**config.mk**
```make
export PLATFORM = sky130hd
export DESIGN_NAME = muldiv_unit_flat
export DESIGN_NICKNAME = d
export VERILOG_FILES = /design/src/rtl/muldiv_pkg.sv /design/src/rtl/muldiv_if.sv /design/src/rtl/muldiv_sign_fix.sv /design/src/rtl/muldiv_unit.sv /design/src/flat_wrapper.sv
export SDC_FILE = /design/constraint.sdc
export NUM_CORES = 1
export LEC_CHECK = 0
export BUFFER_PORTS_ARGS = -buffer_cell sky130_fd_sc_hd__buf_2
export CORE_MARGIN = 1.5
export CORE_UTILIZATION = 50
export DETAILED_ROUTE_END_ITERATION = 8
export PLACE_DENSITY_LB_ADDON = 0.2
export SLEW_MARGIN = 10
export SYNTH_ARGS = -nofsm -noshare
export SYNTH_HDL_FRONTEND = slang
export SYNTH_SLANG_ARGS = --single-unit
```
**constraint.sdc**
```tcl
create_clock -name clk_i -period 7.8 [get_ports clk_i]
set_input_delay 0.78 -clock clk_i [delete_from_list [all_inputs] [get_ports clk_i]]
set_output_delay 0.78 -clock clk_i [all_outputs]
set_load 0.005 [all_outputs]
```
**src/rtl/muldiv_pkg.sv**
```systemverilog
// Shared definitions for the iterative multiply/divide unit: operation codes,
// FSM states and the divide-by-zero quotient value.
package muldiv_pkg;

    typedef enum logic [1:0] {
        OP_MULT  = 2'd0,
        OP_MULTU = 2'd1,
        OP_DIV   = 2'd2,
        OP_DIVU  = 2'd3
    } op_e;

    typedef enum logic [1:0] {
        IDLE,
        CALC,
        FIX
    } state_e;

    localparam logic [31:0] DIV_ZERO_LO = 32'hFFFF_FFFF;

    function automatic logic op_is_signed(op_e op);
        return (op == OP_MULT) || (op == OP_DIV);
    endfunction

    function automatic logic op_is_div(op_e op);
        return (op == OP_DIV) || (op == OP_DIVU);
    endfunction

endpackage

```
**src/rtl/muldiv_if.sv**
```systemverilog
// Request/result bundle between the EX stage and the multiply/divide unit.
// The pipeline side is the master; the unit is the slave.
interface muldiv_if #(
    parameter int WIDTH = 32
);
    logic             start_i;
    logic [1:0]       op_i;
    logic [WIDTH-1:0] rs_data_i;
    logic [WIDTH-1:0] rt_data_i;
    logic             kill_i;
    logic             busy_o;
    logic             done_o;
    logic [WIDTH-1:0] hi_o;
    logic [WIDTH-1:0] lo_o;

    modport master (
        output start_i, op_i, rs_data_i, rt_data_i, kill_i,
        input  busy_o, done_o, hi_o, lo_o
    );

    modport slave (
        input  start_i, op_i, rs_data_i, rt_data_i, kill_i,
        output busy_o, done_o, hi_o, lo_o
    );
endinterface

```
**src/rtl/muldiv_sign_fix.sv**
```systemverilog
// Conditional two's-complement negate; used both to take operand magnitudes
// and to restore the sign of results.
module muldiv_sign_fix #(
    parameter int WIDTH = 32
) (
    input  logic [WIDTH-1:0] din,
    input  logic             neg,
    output logic [WIDTH-1:0] dout
);
    assign dout = neg ? (~din + WIDTH'(1)) : din;
endmodule

```
**src/rtl/muldiv_unit.sv**
```systemverilog
// Iterative MULT/MULTU/DIV/DIVU unit: one bit per cycle on magnitudes,
// sign restoration in a single fix-up cycle, then HI/LO written.
module muldiv_unit
    import muldiv_pkg::*;
#(
    parameter int WIDTH = 32
) (
    input  logic     clk_i,
    input  logic     rst_i,
    muldiv_if.slave  bus
);
    localparam int ITERS = WIDTH;
    localparam int CW    = $clog2(ITERS) + 1;

    state_e             state_q, state_d;
    logic [CW-1:0]      cnt_q;
    op_e                op_q;
    logic               sign_a_q, sign_b_q;
    logic [WIDTH-1:0]   a_q, b_q;
    logic [2*WIDTH-1:0] acc_q, acc_step;
    logic [WIDTH-1:0]   hi_q, lo_q;
    logic               busy_q, done_q;

    op_e                op_in;
    logic               in_signed;
    logic [WIDTH-1:0]   a_mag, b_mag;

    assign op_in     = op_e'(bus.op_i);
    assign in_signed = op_is_signed(op_in);

    muldiv_sign_fix #(.WIDTH(WIDTH)) u_abs_a (
        .din(bus.rs_data_i), .neg(in_signed & bus.rs_data_i[WIDTH-1]), .dout(a_mag)
    );
    muldiv_sign_fix #(.WIDTH(WIDTH)) u_abs_b (
        .din(bus.rt_data_i), .neg(in_signed & bus.rt_data_i[WIDTH-1]), .dout(b_mag)
    );

    // NOTE: every signal assigned in an always_comb gets a default first, so no path leaves it unassigned and no latch is inferred.
    always_comb begin
        state_d = state_q;
        if (bus.kill_i) begin
            state_d = IDLE;
        end else begin
            case (state_q)
                IDLE:    if (bus.start_i) state_d = CALC;
                CALC:    if (cnt_q == CW'(ITERS - 1)) state_d = FIX;
                FIX:     state_d = IDLE;
                default: state_d = IDLE;
            endcase
        end
    end

    // NOTE: sequential state uses non-blocking assignments so every flop samples pre-edge values regardless of block order.
    always_ff @(posedge clk_i or posedge rst_i) begin
        if (rst_i) state_q <= IDLE;
        else       state_q <= state_d;
    end

    // Multiply: acc = {partial sum, remaining multiplier bits}.
    // Divide:   acc = {partial remainder, dividend bits shifting into quotient}.
    logic [WIDTH:0]   mul_sum;
    logic [WIDTH:0]   div_shift;
    logic [WIDTH-1:0] div_diff;
    logic             div_ge;

    always_comb begin
        mul_sum   = {1'b0, acc_q[2*WIDTH-1:WIDTH]} + (acc_q[0] ? {1'b0, a_q} : '0);
        div_shift = {acc_q[2*WIDTH-1:WIDTH], acc_q[WIDTH-1]};
        div_ge    = div_shift >= {1'b0, b_q};
        // The true difference is below the divisor, so WIDTH bits hold it.
        div_diff  = div_shift[WIDTH-1:0] - b_q;
        if (op_is_div(op_q)) begin
            acc_step = {(div_ge ? div_diff : div_shift[WIDTH-1:0]), acc_q[WIDTH-2:0], div_ge};
        end else begin
            acc_step = {mul_sum, acc_q[WIDTH-1:1]};
        end
    end

    logic [2*WIDTH-1:0] prod_fixed;
    logic [WIDTH-1:0]   quo_fixed, rem_fixed;
    logic [WIDTH-1:0]   res_hi, res_lo;

    muldiv_sign_fix #(.WIDTH(2*WIDTH)) u_fix_prod (
        .din(acc_q), .neg(sign_a_q ^ sign_b_q), .dout(prod_fixed)
    );
    muldiv_sign_fix #(.WIDTH(WIDTH)) u_fix_quo (
        .din(acc_q[WIDTH-1:0]), .neg(sign_a_q ^ sign_b_q), .dout(quo_fixed)
    );
    muldiv_sign_fix #(.WIDTH(WIDTH)) u_fix_rem (
        .din(acc_q[2*WIDTH-1:WIDTH]), .neg(sign_a_q), .dout(rem_fixed)
    );

    // With a zero divisor the remainder path already reproduces the dividend;
    // only the quotient needs overriding.
    always_comb begin
        res_hi = prod_fixed[2*WIDTH-1:WIDTH];
        res_lo = prod_fixed[WIDTH-1:0];
        if (op_is_div(op_q)) begin
            res_hi = rem_fixed;
            res_lo = (b_q == '0) ? WIDTH'(DIV_ZERO_LO) : quo_fixed;
        end
    end

    always_ff @(posedge clk_i or posedge rst_i) begin
        if (rst_i) begin
            cnt_q    <= '0;
            op_q     <= OP_MULT;
            sign_a_q <= 1'b0;
            sign_b_q <= 1'b0;
            a_q      <= '0;
            b_q      <= '0;
            acc_q    <= '0;
            hi_q     <= '0;
            lo_q     <= '0;
            busy_q   <= 1'b0;
            done_q   <= 1'b0;
        end else begin
            if (state_q == IDLE && state_d == CALC) begin
                op_q     <= op_in;
                sign_a_q <= in_signed & bus.rs_data_i[WIDTH-1];
                sign_b_q <= in_signed & bus.rt_data_i[WIDTH-1];
                a_q      <= a_mag;
                b_q      <= b_mag;
                acc_q    <= op_is_div(op_in) ? {{WIDTH{1'b0}}, a_mag} : {{WIDTH{1'b0}}, b_mag};
                cnt_q    <= '0;
            end else if (state_q == CALC) begin
                acc_q <= acc_step;
                cnt_q <= cnt_q + CW'(1);
            end
            if (state_q == FIX && !bus.kill_i) begin
                hi_q <= res_hi;
                lo_q <= res_lo;
            end
            busy_q <= (state_d != IDLE);
            done_q <= (state_q == FIX) && !bus.kill_i;
        end
    end

    assign bus.busy_o = busy_q;
    assign bus.done_o = done_q;
    assign bus.hi_o   = hi_q;
    assign bus.lo_o   = lo_q;

endmodule

```
**src/flat_wrapper.sv**
```systemverilog
// flat-port wrapper written by rule: the top's interface ports become plain ports
module muldiv_unit_flat import muldiv_pkg::*;
#(
    parameter int WIDTH = 32
)
  (clk_i, rst_i, bus_start_i, bus_op_i, bus_rs_data_i, bus_rt_data_i, bus_kill_i, bus_busy_o, bus_done_o, bus_hi_o, bus_lo_o);
  muldiv_if #(.WIDTH(WIDTH)) bus_i ();
  input  logic clk_i;
  input  logic rst_i;
  input wire logic [$bits(bus_i.start_i)-1:0] bus_start_i;
  input wire logic [$bits(bus_i.op_i)-1:0] bus_op_i;
  input wire logic [$bits(bus_i.rs_data_i)-1:0] bus_rs_data_i;
  input wire logic [$bits(bus_i.rt_data_i)-1:0] bus_rt_data_i;
  input wire logic [$bits(bus_i.kill_i)-1:0] bus_kill_i;
  output wire logic [$bits(bus_i.busy_o)-1:0] bus_busy_o;
  output wire logic [$bits(bus_i.done_o)-1:0] bus_done_o;
  output wire logic [$bits(bus_i.hi_o)-1:0] bus_hi_o;
  output wire logic [$bits(bus_i.lo_o)-1:0] bus_lo_o;
  assign bus_i.start_i = bus_start_i;
  assign bus_i.op_i = bus_op_i;
  assign bus_i.rs_data_i = bus_rs_data_i;
  assign bus_i.rt_data_i = bus_rt_data_i;
  assign bus_i.kill_i = bus_kill_i;
  assign bus_busy_o = bus_i.busy_o;
  assign bus_done_o = bus_i.done_o;
  assign bus_hi_o = bus_i.hi_o;
  assign bus_lo_o = bus_i.lo_o;
  muldiv_unit #(.WIDTH(WIDTH)) u_core (.clk_i(clk_i), .rst_i(rst_i), .bus(bus_i));
endmodule
```
==> metrics.yaml <==
outcome: "complete, no violations"
seq_area_mm2: 0.00513
hold_violations: 0
worstPathRequired_ns: 8.21
cap_violations: 0
grt.total_usage_pct: 30.4
cts.sink_count: 205
synth_top_cell_by_area: "dfrtp_1"
crit_fanout: 37
place_inst: 2344
fp.dieArea_mm2: 0.0322
postSynthNetCount: 2048
tightest_slew_ns: 1.09
syn2layout_area_growth_pct: 10.9
grt_pass1_wl_mm: 78.5
async_flop_share_pct: 100
final_common_cell: "nand2_1"
crit_buf_inv: 0
cts_root_buf: "clkbuf_16"
layout_common_cells: "nand2_1, dfrtp_1, o21ai_0"
cp_slowest_cell: "dfrtp_1"
cts.hold.buffers_added: 0
cts_buffer_depth: 3
power_density_mw_per_mm2: 356
cpPeakStageDelay_ns: 1.06
syn_inst: 1907
grt_max_degree: 139
cp_num_cells: 11
cpMostUsedCell: "o21ai_0"
fin_setup_tns_ns: 0
fin_skew_ns: 0.0256
hold_class: "input port to asynchronous set/reset pin"
cts_tree: "built"
start_kind: "flip-flop"
drt-initial-drc-count: 1246
drt_pass1_iterations: 5
yosys_warnings: 0
crit_path_start: "u_core.acc_q[0]"
reg2reg_depth: 11
rr_startpoint: "u_core.acc_q[0]"
die_w_um: 179
finalNonFillerCells: 2385
endpoint_kind: "flip-flop"
clkTransAtPathRegs_ns: 0.06
timing.fmax_ghz: 0.224
crit_type: "flip-flop to flip-flop"
finalPower_uw: 6140
port_buffers: 135
synth_cell_types: 77
post-route-period-util_pct: 57.2
vias: 14500
final_antenna_net_count: 0
cts_buffers: 24
vias_per_cell: 6.08
yosys_register_bits: 205
ys_seq_area_share_pct: 33.0
overflow: 0
clkLatencyLatePin_ns: 0.55
synth-main-ff-cell: "dfrtp_1"
core-area_mm2: 0.0306
drc: 0
final_util_pct: 56.4
antenna_found_initial: 0
grt_pass1_vias: 14000
path_cells: "and2_1, ha_1, o21ai_0, o21ai_0, nand3b_1, a2111oi_0, o21ai_0, a31oi_1, a31oi_1, mux2i_1, a32o_1"
multi_input_area_mm2: 0.00978
pin_count: 136
syn_avg_cell_area_um2: 8.16
fin_nets: 2115
post_drt_wl_per_cell_um: 20.8
diodes: 0
drive_above_1_share_pct: 12.1
rsz0062_at_grt: "no"
yosysTopAreaCellShare_pct: 33.0
final_max_slew_viol_count: 0
dieHeight_um: 179
initial_core_util_pct: 50.9
dp_hpwl_mm: 37.7
worst_slack_ns: 3.34
path_delay_family: "compound AO/OA/AOI/OAI gates"
synth_area_leaders: "dfrtp_1, nand2_1, o21ai_0"
wl_mm: 49.5
critPathArrivalTime_ns: 4.87
finalCriticalPeriod_ns: 4.46
ctsResizeCount: 0
relSlewSlack_pct: 25.5
setup_viol: 0
power_leakage_uw: 0.00789
fill_cells: 2934
post_cts_buffers: 0
synth_area_mm2: 0.0156
htreeDepth: 1
rows: 64
synth_edf_count: 0
peakVddDrop_mv: 0.195
post-place-ws_ns: 3.41
place_congestion: 0.964
==> stage by stage <==
step	area (um2)	hold WS [ns]
6_report	17300	0.408
4_1_cts	17300	0.462
3_5_place_dp	16500	0.462
3_3_place_gp	16500	0.457
2_1_floorplan	15600	0.441
5_1_grt	17300	0.476
==> cell type report <==
type,count,share of cell area (%)
Multi-Input combinational cell,1524,56.7
Tap cell,396,2.87
Inverter,67,1.50
Clock inverter,5,0.399
Timing Repair Buffer,152,4.65
Sequential cell,205,29.7
Clock buffer,36,4.15
==> cell usage after synthesis (all sizes together), types with 3 or more instances <==
| library cell | number |
|---|---|
| o221ai | 4 |
| nor3 | 44 |
| a32oi | 3 |
| nor2 | 142 |
| a221oi | 6 |
| a22o | 7 |
| o21a | 7 |
| or2 | 9 |
| a31oi | 17 |
| nand2b | 21 |
| xnor2 | 87 |
| or4 | 15 |
| a21boi | 3 |
| a221o | 7 |
| xor2 | 85 |
| nor2b | 9 |
| dfrtp | 205 |
| o31ai | 25 |
| a22oi | 3 |
| ha | 69 |
| or3 | 20 |
| a32o | 6 |
| mux2i | 67 |
| nor4 | 27 |
| o211ai | 14 |
| nand4b | 3 |
| o41ai | 14 |
| nand3 | 33 |
| a211oi | 33 |
| and3 | 8 |
| o22ai | 3 |
| inv | 67 |
| a31o | 13 |
| o21bai | 5 |
| a21o | 43 |
| buf | 21 |
| nand2 | 253 |
| nand4 | 19 |
| a41oi | 4 |
| and2 | 37 |
| mux2 | 6 |
| o21ai | 194 |
| a21oi | 134 |
| clkbuf | 90 |
==> where the power goes <==
part	total [uW]	internal [uW]	switching, uW
clock network	1130	664	470
registers	1800	1280	516
logic	3210	1350	1860
==> cells by family (layout without fill, tap and decap cells) <==
kind of cell | Yosys count | count (layout) | synth area share [%]
compound gates | 559 | 559 | 22.4
simple gates | 649 | 649 | 20.0
flops | 205 | 205 | 33.0
buf+inv | 178 | 260 | 4.41
fa+ha+maj | 71 | 71 | 5.81
xor+xnor | 172 | 172 | 9.68
mux | 73 | 73 | 4.74
==> sequential cells by signal, indices dropped and copies added (netlist names), 2 cells and up <==
register and flops:
u_core.state_q 2, u_core.b_q 32, u_core.bus.hi_o 32, u_core.cnt_q 6, u_core.a_q 32, u_core.acc_q 64, u_core.bus.lo_o 32
==> routing by layer <==
| metal | up-vias | GRT usage, % | part of all wire (%) |
|---|---|---|---|
| li1 | 6956 | - | - |
| met4 | 0 | 9.37 | 3.1 |
| met5 | - | 0 | 0 |
| met1 | 6908 | 42.3 | 45 |
| met2 | 560 | 48.7 | 45 |
| met3 | 85 | 4.56 | 7.4 |
==> path summary, 6_finish.rpt <==
kind                                        to  slack (ns)
setup / recovery              u_core.acc_q[62]        3.34
min in group clk_i         u_core.bus.hi_o[22]        0.47
hold / removal                  u_core.b_q[25]        0.41
setup reg to reg              u_core.acc_q[62]        3.34
hold reg to reg            u_core.bus.hi_o[22]        0.47
max in group asynchronous     u_core.acc_q[46]        5.92
Power figures use the tool's default switching activity.
